$ cat src/rtl/prbs_chk_multi.sv
// prbs_chk_multi
//   Parallel PRBS checker with a runtime-selectable polynomial. Each valid
//   word carries DATA_W received bits (din[DATA_W-1] earliest). While hunting,
//   every bit is predicted from the received history itself (self-sync). After
//   LOCK_CNT consecutive clean words, a free-running reference LFSR takes over.
//   UNLOCK_CNT consecutive errored words drop lock again.
//
// Ports
//   clk, rst        checker clock, asynchronous active-high reset
//   poly_sel        0=PRBS7 1=PRBS9 2=PRBS15 3=PRBS23 4=PRBS31 5..7=PRBS7
//   cnt_clr         synchronous clear of the counters and full flags
//   din_vld, din    received word and its qualifier
//   locked          checker is in LOCKED
//   err_vld         err_mask/err_word valid (one cycle after din_vld)
//   err_mask        per-bit mismatch flags, same bit order as din
//   err_word        OR of err_mask
//   bit_cnt(_full)  bits checked while locked, saturating
//   err_cnt(_full)  mismatched bits while locked, saturating
//   lock_loss_cnt   LOCKED->HUNT transitions, saturating at 255
module prbs_chk_multi #(
    parameter int DATA_W        = 8,
    parameter int BIT_CNT_WIDTH = 32,
    parameter int ERR_CNT_WIDTH = 32,
    parameter int LOCK_CNT      = 4,
    parameter int UNLOCK_CNT    = 4
) (
    input  logic                     clk,
    input  logic                     rst,
    input  logic [2:0]               poly_sel,
    input  logic                     cnt_clr,
    input  logic                     din_vld,
    input  logic [DATA_W-1:0]        din,
    output logic                     locked,
    output logic                     err_vld,
    output logic [DATA_W-1:0]        err_mask,
    output logic                     err_word,
    output logic [BIT_CNT_WIDTH-1:0] bit_cnt,
    output logic                     bit_cnt_full,
    output logic [ERR_CNT_WIDTH-1:0] err_cnt,
    output logic                     err_cnt_full,
    output logic [7:0]               lock_loss_cnt
);

    // Adder widths: at least one bit wider than both the counter and the
    // largest increment (32), so overflow shows up in the top bits.
    localparam int BSW = ((BIT_CNT_WIDTH > 6) ? BIT_CNT_WIDTH : 6) + 1;
    localparam int ESW = ((ERR_CNT_WIDTH > 6) ? ERR_CNT_WIDTH : 6) + 1;

    typedef enum logic {
        ST_HUNT   = 1'b0,
        ST_LOCKED = 1'b1
    } state_t;

    state_t                   state_q, state_d;
    logic [30:0]              hist_q, hist_d;
    logic [4:0]               hist_fill_q, hist_fill_d;
    logic [30:0]              lfsr_q, lfsr_d;
    logic [7:0]               run_q, run_d;
    logic [7:0]               bad_q, bad_d;
    logic [2:0]               poly_q, poly_d;
    logic                     err_vld_q, err_vld_d;
    logic [DATA_W-1:0]        err_mask_q, err_mask_d;
    logic [BIT_CNT_WIDTH-1:0] bit_cnt_q, bit_cnt_d;
    logic                     bit_full_q, bit_full_d;
    logic [ERR_CNT_WIDTH-1:0] err_cnt_q, err_cnt_d;
    logic                     err_full_q, err_full_d;
    logic [7:0]               lock_loss_q, lock_loss_d;

    logic [4:0]               tap_n, tap_m;
    logic                     poly_chg;
    logic [30:0]              hunt_hist, ref_lfsr, seed_mask;
    logic [DATA_W-1:0]        hunt_err, lock_err;
    logic                     hunt_clean;
    logic [5:0]               err_pop;
    logic [6:0]               fill_sum;
    logic [BSW-1:0]           bit_sum;
    logic [ESW-1:0]           err_sum;
    logic [7:0]               run_inc, bad_inc;
    logic                     lock_hit, unlock_hit;

    // Polynomial x^n + x^m + 1 -> b[k] = b[k-n] ^ b[k-m]
    always_comb begin
        case (poly_sel)
            3'd1:    begin tap_n = 5'd9;  tap_m = 5'd5;  end
            3'd2:    begin tap_n = 5'd15; tap_m = 5'd14; end
            3'd3:    begin tap_n = 5'd23; tap_m = 5'd18; end
            3'd4:    begin tap_n = 5'd31; tap_m = 5'd28; end
            default: begin tap_n = 5'd7;  tap_m = 5'd6;  end
        endcase
    end

    // Bit predictions for the current word. Vectors are kept newest-in-bit-0,
    // so "n bits back" is index n-1. Bits are walked earliest first so later
    // bits of a word see the earlier ones.
    always_comb begin
        poly_chg  = (poly_sel != poly_q);
        seed_mask = 31'((32'd1 << tap_n) - 32'd1);

        hunt_hist = hist_q;
        hunt_err  = '0;
        for (int unsigned i = 0; i < DATA_W; i++) begin
            hunt_err[DATA_W-1-i] = din[DATA_W-1-i] ^ hunt_hist[tap_n-5'd1] ^ hunt_hist[tap_m-5'd1];
            hunt_hist            = {hunt_hist[29:0], din[DATA_W-1-i]};
        end

        // A zero seed would lock the LFSR at zero, so it counts as errored.
        hunt_clean = (hist_fill_q >= tap_n) && (hunt_err == '0) &&
                     ((hunt_hist & seed_mask) != '0);

        ref_lfsr = lfsr_q;
        lock_err = '0;
        for (int unsigned i = 0; i < DATA_W; i++) begin
            lock_err[DATA_W-1-i] = din[DATA_W-1-i] ^ ref_lfsr[tap_n-5'd1] ^ ref_lfsr[tap_m-5'd1];
            ref_lfsr             = {ref_lfsr[29:0], ref_lfsr[tap_n-5'd1] ^ ref_lfsr[tap_m-5'd1]};
        end

        err_pop = '0;
        for (int unsigned i = 0; i < DATA_W; i++) begin
            err_pop = err_pop + 6'(lock_err[i]);
        end

        fill_sum = 7'(hist_fill_q) + 7'(DATA_W);
        bit_sum  = BSW'(bit_cnt_q) + BSW'(DATA_W);
        err_sum  = ESW'(err_cnt_q) + ESW'(err_pop);
        run_inc  = run_q + 8'd1;
        bad_inc  = bad_q + 8'd1;
    end

    // Datapath next state
    always_comb begin
        hist_d      = hist_q;
        hist_fill_d = hist_fill_q;
        lfsr_d      = lfsr_q;
        run_d       = run_q;
        bad_d       = bad_q;
        poly_d      = poly_sel;
        err_vld_d   = 1'b0;
        err_mask_d  = err_mask_q;
        bit_cnt_d   = bit_cnt_q;
        err_cnt_d   = err_cnt_q;
        lock_loss_d = lock_loss_q;
        lock_hit    = 1'b0;
        unlock_hit  = 1'b0;

        if (poly_chg) begin
            // Word on a polynomial change is discarded: no history, no report.
            run_d       = '0;
            bad_d       = '0;
            hist_fill_d = '0;
        end else if (din_vld) begin
            err_vld_d   = 1'b1;
            hist_d      = hunt_hist;
            hist_fill_d = (fill_sum > 7'd31) ? 5'd31 : fill_sum[4:0];
            if (state_q == ST_HUNT) begin
                err_mask_d = hunt_err;
                if (!hunt_clean) begin
                    run_d = '0;
                end else if (run_inc == 8'(LOCK_CNT)) begin
                    lock_hit = 1'b1;
                    run_d    = '0;
                    bad_d    = '0;
                    lfsr_d   = hunt_hist & seed_mask;
                end else begin
                    run_d = run_inc;
                end
            end else begin
                err_mask_d = lock_err;
                lfsr_d     = ref_lfsr;
                bit_cnt_d  = (|bit_sum[BSW-1:BIT_CNT_WIDTH]) ? '1 : bit_sum[BIT_CNT_WIDTH-1:0];
                err_cnt_d  = (|err_sum[ESW-1:ERR_CNT_WIDTH]) ? '1 : err_sum[ERR_CNT_WIDTH-1:0];
                if (lock_err == '0) begin
                    bad_d = '0;
                end else if (bad_inc == 8'(UNLOCK_CNT)) begin
                    unlock_hit  = 1'b1;
                    bad_d       = '0;
                    run_d       = '0;
                    hist_fill_d = '0;
                    if (lock_loss_q != 8'hFF) begin
                        lock_loss_d = lock_loss_q + 8'd1;
                    end
                end else begin
                    bad_d = bad_inc;
                end
            end
        end

        if (cnt_clr) begin
            bit_cnt_d   = '0;
            err_cnt_d   = '0;
            lock_loss_d = '0;
        end

        bit_full_d = &bit_cnt_d;
        err_full_d = &err_cnt_d;
    end

    // FSM: state register
    always_ff @(posedge clk or posedge rst) begin
        if (rst) begin
            state_q <= ST_HUNT;
        end else begin
            state_q <= state_d;
        end
    end

    // FSM: next state
    always_comb begin
        state_d = state_q;
        if (poly_chg) begin
            state_d = ST_HUNT;
        end else begin
            case (state_q)
                ST_HUNT:   if (lock_hit)   state_d = ST_LOCKED;
                ST_LOCKED: if (unlock_hit) state_d = ST_HUNT;
                default:   state_d = ST_HUNT;
            endcase
        end
    end

    // FSM/datapath outputs
    always_comb begin
        locked        = (state_q == ST_LOCKED);
        err_vld       = err_vld_q;
        err_mask      = err_mask_q;
        err_word      = |err_mask_q;
        bit_cnt       = bit_cnt_q;
        bit_cnt_full  = bit_full_q;
        err_cnt       = err_cnt_q;
        err_cnt_full  = err_full_q;
        lock_loss_cnt = lock_loss_q;
    end

    always_ff @(posedge clk or posedge rst) begin
        if (rst) begin
            hist_q      <= '0;
            hist_fill_q <= '0;
            lfsr_q      <= '0;
            run_q       <= '0;
            bad_q       <= '0;
            poly_q      <= '0;
            err_vld_q   <= 1'b0;
            err_mask_q  <= '0;
            bit_cnt_q   <= '0;
            bit_full_q  <= 1'b0;
            err_cnt_q   <= '0;
            err_full_q  <= 1'b0;
            lock_loss_q <= '0;
        end else begin
            hist_q      <= hist_d;
            hist_fill_q <= hist_fill_d;
            lfsr_q      <= lfsr_d;
            run_q       <= run_d;
            bad_q       <= bad_d;
            poly_q      <= poly_d;
            err_vld_q   <= err_vld_d;
            err_mask_q  <= err_mask_d;
            bit_cnt_q   <= bit_cnt_d;
            bit_full_q  <= bit_full_d;
            err_cnt_q   <= err_cnt_d;
            err_full_q  <= err_full_d;
            lock_loss_q <= lock_loss_d;
        end
    end

endmodule

$ cat config.mk
export PLATFORM = sky130hd
export DESIGN_NAME = prbs_chk_multi
export DESIGN_NICKNAME = d
export VERILOG_FILES = /design/src/rtl/prbs_chk_multi.sv
export SDC_FILE = /design/constraint.sdc
export NUM_CORES = 1
export LEC_CHECK = 0
export ABC_AREA = 1
export CORE_ASPECT_RATIO = 1.25
export CORE_MARGIN = 3
export CORE_UTILIZATION = 45
export CTS_BUF_LIST = sky130_fd_sc_hd__clkbuf_4 sky130_fd_sc_hd__clkbuf_8 sky130_fd_sc_hd__clkbuf_16
export CTS_CLUSTER_SIZE = 40
export DETAILED_ROUTE_END_ITERATION = 8
export GPL_TIMING_DRIVEN = 1
export HOLD_SLACK_MARGIN = 0.15
export PLACE_DENSITY = 0.61
export SETUP_SLACK_MARGIN = 0.5
export SYNTH_ARGS = -nofsm -noshare
export SYNTH_HDL_FRONTEND = slang
export SYNTH_SLANG_ARGS = --single-unit
$ cat constraint.sdc
create_clock -name clk -period 21.8 [get_ports clk]
set_clock_uncertainty 0.05 [all_clocks]
set_input_delay 3.27 -clock clk [delete_from_list [all_inputs] [get_ports clk]]
set_output_delay 3.27 -clock clk [all_outputs]
set_load 0.05 [all_outputs]
* Yosys cells after proc, flatten, opt, wreduce, memory -nomap -nowiden
Index checks and enable logic that the tools add are counted.
** Operators by class
- Add/sub/neg operators :: 16
- Multiply operators :: 0
- Divide/modulo/power cells :: 0
- Order comparisons :: 4
- Equal/unequal tests :: 12
- Shifts and indexed selects :: 1
- Muxes and demuxes :: 123
- Bitwise operators :: 43
- Reductions and logical operators :: 22
** Operators by type and width (count)
- 32-bit 2-to-1 mux :: 10
- 8-bit 2-to-1 mux :: 22
- 1-bit binary-select mux with 5-bit select :: 32
- 31-bit 2-to-1 mux :: 3
- 32-bit AND reduction :: 2
- 1-bit 2-to-1 mux :: 47
- 5-bit case mux with 4 select lines :: 2
- 1-bit XOR :: 40
- 32-bit by 4-bit adder with 33-bit output, second input constant :: 1
- 32-bit by 6-bit adder with 33-bit output :: 1
- 31-bit AND :: 1
- 31-bit nonzero test :: 1
- 1-bit by 5-bit left shift with 31-bit output, first input constant :: 1
- 31-bit by 1-bit subtractor with 31-bit output, second input constant :: 1
- 5-bit 2-to-1 mux :: 6
- 8-bit by 1-bit adder with 8-bit output, second input constant :: 3
- 8-bit by 3-bit equality test with 1-bit output, second input constant :: 2
- 8-bit zero test :: 2
- 2-bit nonzero test :: 7
- 6-bit by 1-bit adder with 6-bit output :: 2
- 5-bit by 6-bit less-than comparator with 1-bit output, second input constant :: 2
- 5-bit by 1-bit subtractor with 5-bit output, second input constant :: 2
- 8-bit != test, second input constant :: 1
- 8-bit OR reduction :: 1
- other kinds (23) :: 29
** Word-level totals
- Register bits after elaboration :: 170
- Latch bits :: 0
- Memory bits (writable) :: 0
- ROM bits :: 0
- Input bits :: 15
- Output and inout bits :: 85
- Word-level logic and storage cells :: 235
- Memories :: 0

* Longest topological paths before layout
Gate-level depths: netlist (run 1).
- Depth after elaboration :: 42
- Depth in mapped cells :: 94

* Worst setup path before layout (run 1)
Ideal clock, no wire load.
- Path type :: input-to-reg
- Start point :: in poly_sel[1]
- End point :: reg err_full_q, in the netlist err_cnt_full
- Data arrival time :: 12.982 ns
- Required time :: 21.664 ns
- Setup slack :: 8.682 ns
- Stages :: 85
- Cell sequence :: buf_4 > inv_4 > nand3_4 > buf_4 > buf_2 > buf_2 > clkbuf_1 > buf_1 > ha_1 > buf_4 > nand3_1 > nand3_1 > nand3_1 > nand3_1 > nand3_1 > nand3_2 > nand3_2 > nand3_2 > (+49 left out) > fa_1 > nand3_1 > and2_0 > nor2_1 > nand3_1 > nor2_1 > nand3_1 > nor2_1 > inv_1 > nor2_1 > inv_1 > nor2_1 > inv_1 > a31oi_1 > nand3b_1 > nor3_1 > nand3_1 > nor3_1
** Between the ends
- Cells in the longest elaborated chain, start to end :: 42
- Elaborated cells between the ends (all ways) :: 78
** Ends and longest elaborated chain
- from (decl) :: line 29 : input logic [2:0] poly_sel,
- 3-bit equality test, or another cell as far along :: line 83 : case (poly_sel)
- 5-bit case mux with 4 select lines :: line 83
- 5-bit by 1-bit subtractor with 5-bit output :: line 113, 114
- 1-bit binary-select mux with 5-bit select :: line 113, 114
- 1-bit 2-to-1 mux (not written as such) :: line 113, 114
- 1-bit XOR :: line 114 : ref_lfsr = {ref_lfsr[29:0], ref_lfsr[tap_n-5'd1] ^ ref_lfsr[tap_m-5'd1]};
- 1-bit binary-select mux with 5-bit select :: line 113, 114
- 1-bit 2-to-1 mux (not written as such) :: line 113, 114
- (+28 left out)
- 32-bit 2-to-1 mux :: line 170 : err_cnt_d = (|err_sum[ESW-1:ERR_CNT_WIDTH]) ? '1 : err_sum[ERR_CNT_WIDTH-1:0];
- 32-bit 2-to-1 mux :: line 154 : if (state_q == ST_HUNT) begin
- 32-bit 2-to-1 mux :: line 150 : end else if (din_vld) begin
- 32-bit 2-to-1 mux (*) :: line 145 : if (poly_chg) begin
- 32-bit 2-to-1 mux (*) :: line 187 : if (cnt_clr) begin
- net err_cnt_d[22] :: line 65 : logic [ERR_CNT_WIDTH-1:0] err_cnt_q, err_cnt_d;
- 32-bit AND reduction (*) :: line 194 : err_full_d = &err_cnt_d;
- net err_full_d :: line 66 : logic err_full_q, err_full_d;
- to (signal assigned) :: line 260 : err_full_q <= err_full_d;
- to (decl) :: line 66
The timed path passes the listed nets; every way through them passes the cells marked *. The select of a mux whose other input is x is not followed.
A chain may end at the register's enable or synchronous reset.

* Final worst setup path (run 1)
- Start point :: in poly_sel[0]
- End point :: reg err_full_q, in the netlist err_cnt_full
Same word-level chain as after synthesis.

==> metrics.csv, run 1 <==
stage,metric,value,unit
setup_path,Reg2Reg Setup Slack,11.45,ns
setup_path,Setup crit end kind,flop,
cells_and_area,final instance area,15000,sq um
cells_and_area,Non-Filler Instances,2408,
global_route,first-pass GRT wire length,73.7,mm
sta,Slew headroom,0.299,
logic_synthesis,ys async rst share,1.00,
floorplanning,full die area,31600,sq um
min_path,Hold Path Stages,2,
global_route,vias in the first global route,13336,
floorplanning,Placement Rows,69,
logic_synthesis,YS warnings,0,
cells_and_area,share of cells above drive strength 1,0.0649,
cts,deepest level of the CTS H-tree,4,
logic_synthesis,sequential share of the synthesized area,0.320,
run,max_cap viols,0,
setup_path,reg2reg end,err_cnt_full,
global_route,final global-route overflow total,0,
min_path,Worst Min Path Start,hist_q[13],
detailed_routing,WL met2,21.5,mm
sta,RSZ-0062 raised after global routing,false,
place,Placement Setup Slack,5.38,ns
floorplanning,Ports,100,
power,static leakage,6.82,nW
logic_synthesis,ys flop type,dfrtp_1,
cts,post-CTS setup buffers,0,
cts,Root Buffer,clkbuf_16,
place,dpl hpwl,34.6,mm
floorplanning,starting density of the core,0.462,
setup_path,CP arrival,16.37,ns
place,gpl congestion,1.01,
logic_synthesis,mapped cell area,13300,sq um
detailed_routing,Max Used Layer,met4,
sta,endpoints failing setup,0,
sta,Least-Margin Pin Slew,1.05,ns
status,outcome,finished clean,
setup_path,Reg2Reg Depth,78,
cts,TritonCTS clock tree,yes,
logic_synthesis,Syn Inst Count,1974,
setup_path,critical-path maximum fanout,75,
power,pwr/cell area,76.0,nW/um^2
setup_path,critical path's largest stage delay,0.75,ns
floorplanning,Core Area,28700,sq um
detailed_routing,Metal-1 WL,19.9,mm
logic_synthesis,Synth area leader,dfrtp_1,
detailed_routing,DR WL/cell,19.4,um
logic_synthesis,post-synth top area share,0.320,
cells_and_area,Inserted Diodes,0,
floorplanning,Die W,160,um
global_route,initial antenna violation count,0,
setup_path,Slowest cell on crit path,clkdlybuf4s50_1,
cells_and_area,nets,2041,
logic_synthesis,synth unique cells,58,
cts,number of CTS-inserted buffers,17,
logic_synthesis,most numerous cell in the Yosys netlist,nand2_1,
place,# port buffers,99,
logic_synthesis,number of synthesized register bits,170,
sta,fin. max-slew vios,0,
sta,Final Hold Viols,0,
floorplanning,die height,198,um
power,maximum VDD drop,0.0000592,V
logic_synthesis,syn nets,2010,
sta,Tmin final,16.07,ns
detailed_routing,post-route ant nets,0,
setup_path,CP required,22.10,ns
cts,CTS Sinks,170,
place,Placed Instances,2376,
setup_path,Most common cell on crit path,nand2_1,
cts,CTS hold repair buffers,0,
sta,Setup WS post-layout,5.73,ns
sta,Total Neg Setup Slack,0,ns
setup_path,Crit Reg-Reg Startpoint,lfsr_q[6],
cts,clk_lat worst skew,0.44,ns
detailed_routing,via count,13697,
detailed_routing,DRC Markers,0,
min_path,worst hold endpoint,hist_q[21],
global_route,GR Util All Layers,0.295,
logic_synthesis,syn_area_per_cell,6.73,sq um
cells_and_area,Final Core Density,0.523,
logic_synthesis,number of flops mapped to enable cells by yosys,0,
detailed_routing,detailed router's first-iteration violation count,1259,
cts,clk buf depth,2,
cells_and_area,Synth-to-Final Area Change,13.3,%
global_route,largest net degree at the start of global routing,108,
setup_path,Crit Path Class,in -> reg,
detailed_routing,Detailed Route WL,46.8,mm
sta,Tcrit/Tclk final,0.737,
detailed_routing,routed length on met3,2.86,mm
sta,highest clock rate,62.2,MHz
detailed_routing,drt pass-1 iters,7,
min_path,Hold WC Path Type,reg -> reg,
detailed_routing,DR vias/cell,5.69,
cts,clk slew on worst S/H paths,0.07,ns
place,Placed Area,14400,sq um
logic_synthesis,Synth area leaders,"dfrtp_1 32%, nand2_1 14%, o21ai_0 7.7%, inv_1 6.2%, nand3_1 5.9%",
setup_path,element type at the critical path start,input pin,
logic_synthesis,top post-synthesis cells by count,"505 x nand2_1, 220 x inv_1, 204 x o21ai_0, 170 x dfrtp_1, 156 x nand3_1",
cts,PostCTS Resize Cnt,0,
==> layer usage <==
metal / global-route usage / vias up
li1: - / 6615
met1: 0.377 / 6454
met2: 0.485 / 517
met3: 0.0485 / 111
met4: 0.150 / 0
met5: 0 / -
==> power by group <==
part,internal [W],leakage [nW],switching [W]
Clock,0.000190,0.307,0.000137
Sequential,0.000348,2.19,0.0000462
Combinational,0.000130,4.32,0.000293
==> cells in the final DEF (no fill, tap or decap), drive strengths merged, types with 2 or more instances in the layout <==
master / instances
a21oi: 83
o221a: 2
a22o: 2
nor4: 20
xor2: 64
clkbuf: 20
o22ai: 8
a32o: 6
ha: 16
fa: 5
xnor2: 8
nand3: 176
o311ai: 2
a22oi: 3
a221o: 2
clkinv: 9
o21ai: 220
clkdlybuf4s50: 98
o21bai: 3
a211oi: 2
a31oi: 21
nand4: 26
nand3b: 4
inv: 231
o211ai: 32
nor3b: 3
dfrtp: 170
o31ai: 5
nand2: 531
buf: 17
nor2: 141
nor3: 44
or2: 10
a221oi: 7
o32ai: 2
o221ai: 10
mux2i: 5
o2111ai: 3
bufinv: 3
==> flip-flops by register name (all words and copies together), names as in the netlist <==
| register | count |
|---|---|
| err_mask | 8 |
| err_vld | 1 |
| bit_cnt | 32 |
| err_cnt | 32 |
| hist_q | 31 |
| bad_q | 8 |
| locked | 1 |
| hist_fill_q | 5 |
| run_q | 8 |
| poly_q | 3 |
| bit_cnt_full | 1 |
| lock_loss_cnt | 8 |
| err_cnt_full | 1 |
| lfsr_q | 31 |
==> worst max path at each step <==
stage                startpoint      endpoint  slack (ns)  depth (start not counted)
floorplan           poly_sel[1]  err_cnt_full        8.68                         85
global placement    poly_sel[0]  err_cnt_full        5.78                         90
detailed placement  poly_sel[0]  err_cnt_full        5.38                         92
CTS                 poly_sel[0]  err_cnt_full        5.83                         90
global route        poly_sel[1]  err_cnt_full        4.31                         89
finish              poly_sel[0]  err_cnt_full        5.73                         90
==> cells by family (layout without fill, tap and decap cells) <==
group / count (synthesis) / after routing / synth area share
AOI/OAI and AO/OA: 414 / 414 / 0.181
xor gates and xnor gates: 72 / 72 / 0.0481
adders and majority gates: 21 / 21 / 0.0226
buffers and inverters: 335 / 379 / 0.101
DFF: 170 / 170 / 0.320
muxes: 5 / 5 / 0.00377
and+or+nand+nor: 957 / 957 / 0.323
==> metrics by stage <==
step | hold slack [ns] | power (W)
after CTS | 0.467 | 0.00114
after floorplan | 0.419 | 0.000667
after global routing | 0.495 | 0.00121
final | 0.460 | 0.00114
after detailed placement | 0.449 | 0.000815
after global placement | 0.445 | 0.000813
==> worst max-delay path: cells and delay by family <==
family,cells,cell delay (ns)
AND/OR/NAND/NOR,68,6.87
buffers and inverters,13,3.20
AO/OA/AOI/OAI,3,0.57
adder cells (fa/ha/maj),6,2.31
==> area by class of cell <==
type,instances,area (sq um)
inverters,232,883
repair buffers,115,1110
multi-input cells,1469,7690
flip-flops and latches,170,4250
well taps,390,488
clock buffers,20,460
clock inverters,12,163
fillers,2980,13700
Note: power is estimated with default switching activity, not from simulation.
==> run 2: changes to the inputs <==
==> constraint.sdc (replaced) <==
create_clock -name clk -period 16.15 [get_ports clk]
set_clock_uncertainty 0.05 [all_clocks]
set_input_delay 2.4225 -clock clk [delete_from_list [all_inputs] [get_ports clk]]
set_output_delay 2.4225 -clock clk [all_outputs]
set_load 0.05 [all_outputs]
==> run 2 against run 1 <==
  * Flip-flop and latch count did not move
  * Critical path type unchanged
  * Sequential power is 34% higher
  * Utilization rose by 0.074 points
  * Design area is 0.14% higher
  * Register-to-register slack worse by 5.6 ns
  * Largest cell class unchanged
  * Clock-buffer cell count fell by 1
==> metrics.csv, run 2 (same netlist as run 1, synthesis figures left out) <==
stage,metric,value,unit
cts,clk_lat worst skew,0.44,ns
detailed_routing,DR WL/cell,19.5,um
global_route,initial antenna violation count,0,
global_route,vias in the first global route,13299,
place,# port buffers,99,
sta,fin. max-slew vios,0,
floorplanning,full die area,31600,sq um
place,dpl hpwl,34.6,mm
floorplanning,die height,198,um
sta,highest clock rate,69.1,MHz
setup_path,element type at the critical path start,input pin,
setup_path,Setup crit end kind,flop,
sta,Final Hold Viols,0,
floorplanning,Ports,100,
setup_path,critical-path maximum fanout,40,
status,outcome,finished clean,
detailed_routing,detailed router's first-iteration violation count,1438,
cts,deepest level of the CTS H-tree,4,
global_route,GR Util All Layers,0.295,
setup_path,Slowest cell on crit path,clkdlybuf4s50_1,
setup_path,Most common cell on crit path,nand2_1,
sta,Slew headroom,0.293,
floorplanning,starting density of the core,0.462,
cts,number of CTS-inserted buffers,17,
detailed_routing,Detailed Route WL,46.9,mm
cts,clk buf depth,2,
detailed_routing,DR vias/cell,5.77,
cts,TritonCTS clock tree,yes,
cells_and_area,Synth-to-Final Area Change,13.5,%
global_route,final global-route overflow total,0,
power,maximum VDD drop,0.0000844,V
global_route,first-pass GRT wire length,74.2,mm
cts,CTS hold repair buffers,0,
setup_path,Crit Path Class,in -> reg,
sta,Tcrit/Tclk final,0.896,
cells_and_area,area of the multi-input gates,7710,sq um
cells_and_area,"commonest non-fill, non-tap cell in the layout",nand2_1,
cells_and_area,nets,2045,
sta,Least-Margin Pin Slew,1.06,ns
global_route,largest net degree at the start of global routing,108,
cells_and_area,fillers,2900,
cts,clk slew on worst S/H paths,0.07,ns
power,Tot Pwr,0.00152,W
setup_path,critical path's largest stage delay,0.75,ns
floorplanning,Die W,160,um
power,static leakage,6.82,nW
run,max_cap viols,0,
detailed_routing,via count,13921,
place,gpl congestion,0.958,
floorplanning,Core Area,28700,sq um
cells_and_area,"commonest cells after routing, fill and taps aside","504 x nand2_1, 219 x inv_1, 204 x o21ai_0",
sta,RSZ-0062 raised after global routing,false,
power,pwr/cell area,101,nW/um^2
detailed_routing,DRC Markers,0,
place,Placement Setup Slack,1.14,ns
setup_path,CP required,16.45,ns
sta,endpoints failing setup,0,
sta,Setup WS post-layout,1.68,ns
sta,WHS,0.462,ns
cts,CTS Sinks,170,
floorplanning,Placement Rows,69,
cells_and_area,share of cells above drive strength 1,0.0668,
sta,Tmin final,14.47,ns
min_path,Hold WC Path Type,reg -> reg,
cts,Root Buffer,clkbuf_16,
detailed_routing,drt pass-1 iters,6,
detailed_routing,post-route ant nets,0,
setup_path,CP arrival,14.78,ns
sta,Total Neg Setup Slack,0,ns
cells_and_area,sequential cell area,4250,sq um
==> run 2: path summary, 6_finish.rpt <==
path	startpoint	endpoint	slack [ns]	cells after the start
worst max register to register	lfsr_q[6]	err_cnt_full	5.83	78
worst min register to register	hist_q[13]	hist_q[21]	0.46	2
min in group asynchronous	rst	err_cnt[31]	2.30	2
worst max-delay path	poly_sel[1]	err_cnt_full	1.68	84
max in group asynchronous	rst	hist_q[24]	11.71	4
worst min-delay path	hist_q[13]	hist_q[21]	0.46	2
==> run 2: area by class of cell <==
class,count,area share
antenna,1,0.000166
clock buffer,19,0.0301
clock inverter,13,0.00938
inverter,232,0.0588
multi-input combinational,1469,0.512
sequential,170,0.282
tap,390,0.0324
timing repair buffer,119,0.0754
==> run 2: power by group <==
| part | total (W) | internal (W) | switching (W) |
|---|---|---|---|
| Combinational | 0.000570 | 0.000175 | 0.000395 |
| Sequential | 0.000528 | 0.000470 | 0.0000584 |
| Clock | 0.000424 | 0.000237 | 0.000186 |
==> run 2: critical path: cells and delay by family <==
kind / cells / cell delay, ns
AND/OR/NAND/NOR: 63 / 6.75
adder cells (fa/ha/maj): 6 / 2.31
AO/OA/AOI/OAI: 2 / 0.33
buffers and inverters: 12 / 2.57
multiplexers: 1 / 0.34
==> run 2: through the flow <==
step	utilization	instance area [sq um]	instances
after global routing	0.524	15100	2412
after CTS	0.523	15000	2409
after detailed placement	0.502	14400	2377
after global placement	0.502	14400	2377
after floorplan	-	13300	1974
final	0.524	15100	2413
==> run 2: layer usage <==
metal / vias up / part of all wire / GRT usage
li1: 6617 / - / -
met1: 6608 / 0.41 / 0.381
met2: 577 / 0.47 / 0.486
met3: 119 / 0.067 / 0.0431
met4: 0 / 0.051 / 0.145
met5: - / 0 / 0
==> run 2: what timing repair did <==
| action | in CTS | in global routing |
|---|---|---|
| setup buffers | 0 | 3 |
| endpoints found under the setup margin | 0 | 4 |
| resized for setup | 0 | 4 |
==> run 3: changes to the inputs <==
--- a/config.mk
+++ b/config.mk
@@ -16,6 +16,7 @@
 export HOLD_SLACK_MARGIN = 0.15
 export PLACE_DENSITY = 0.61
 export SETUP_SLACK_MARGIN = 0.5
+export SKIP_CTS_REPAIR_TIMING = 1
 export SYNTH_ARGS = -nofsm -noshare
 export SYNTH_HDL_FRONTEND = slang
 export SYNTH_SLANG_ARGS = --single-unit
==> results of run 3 <==
Final layout, timing and power as in run 2 (identical DEF).
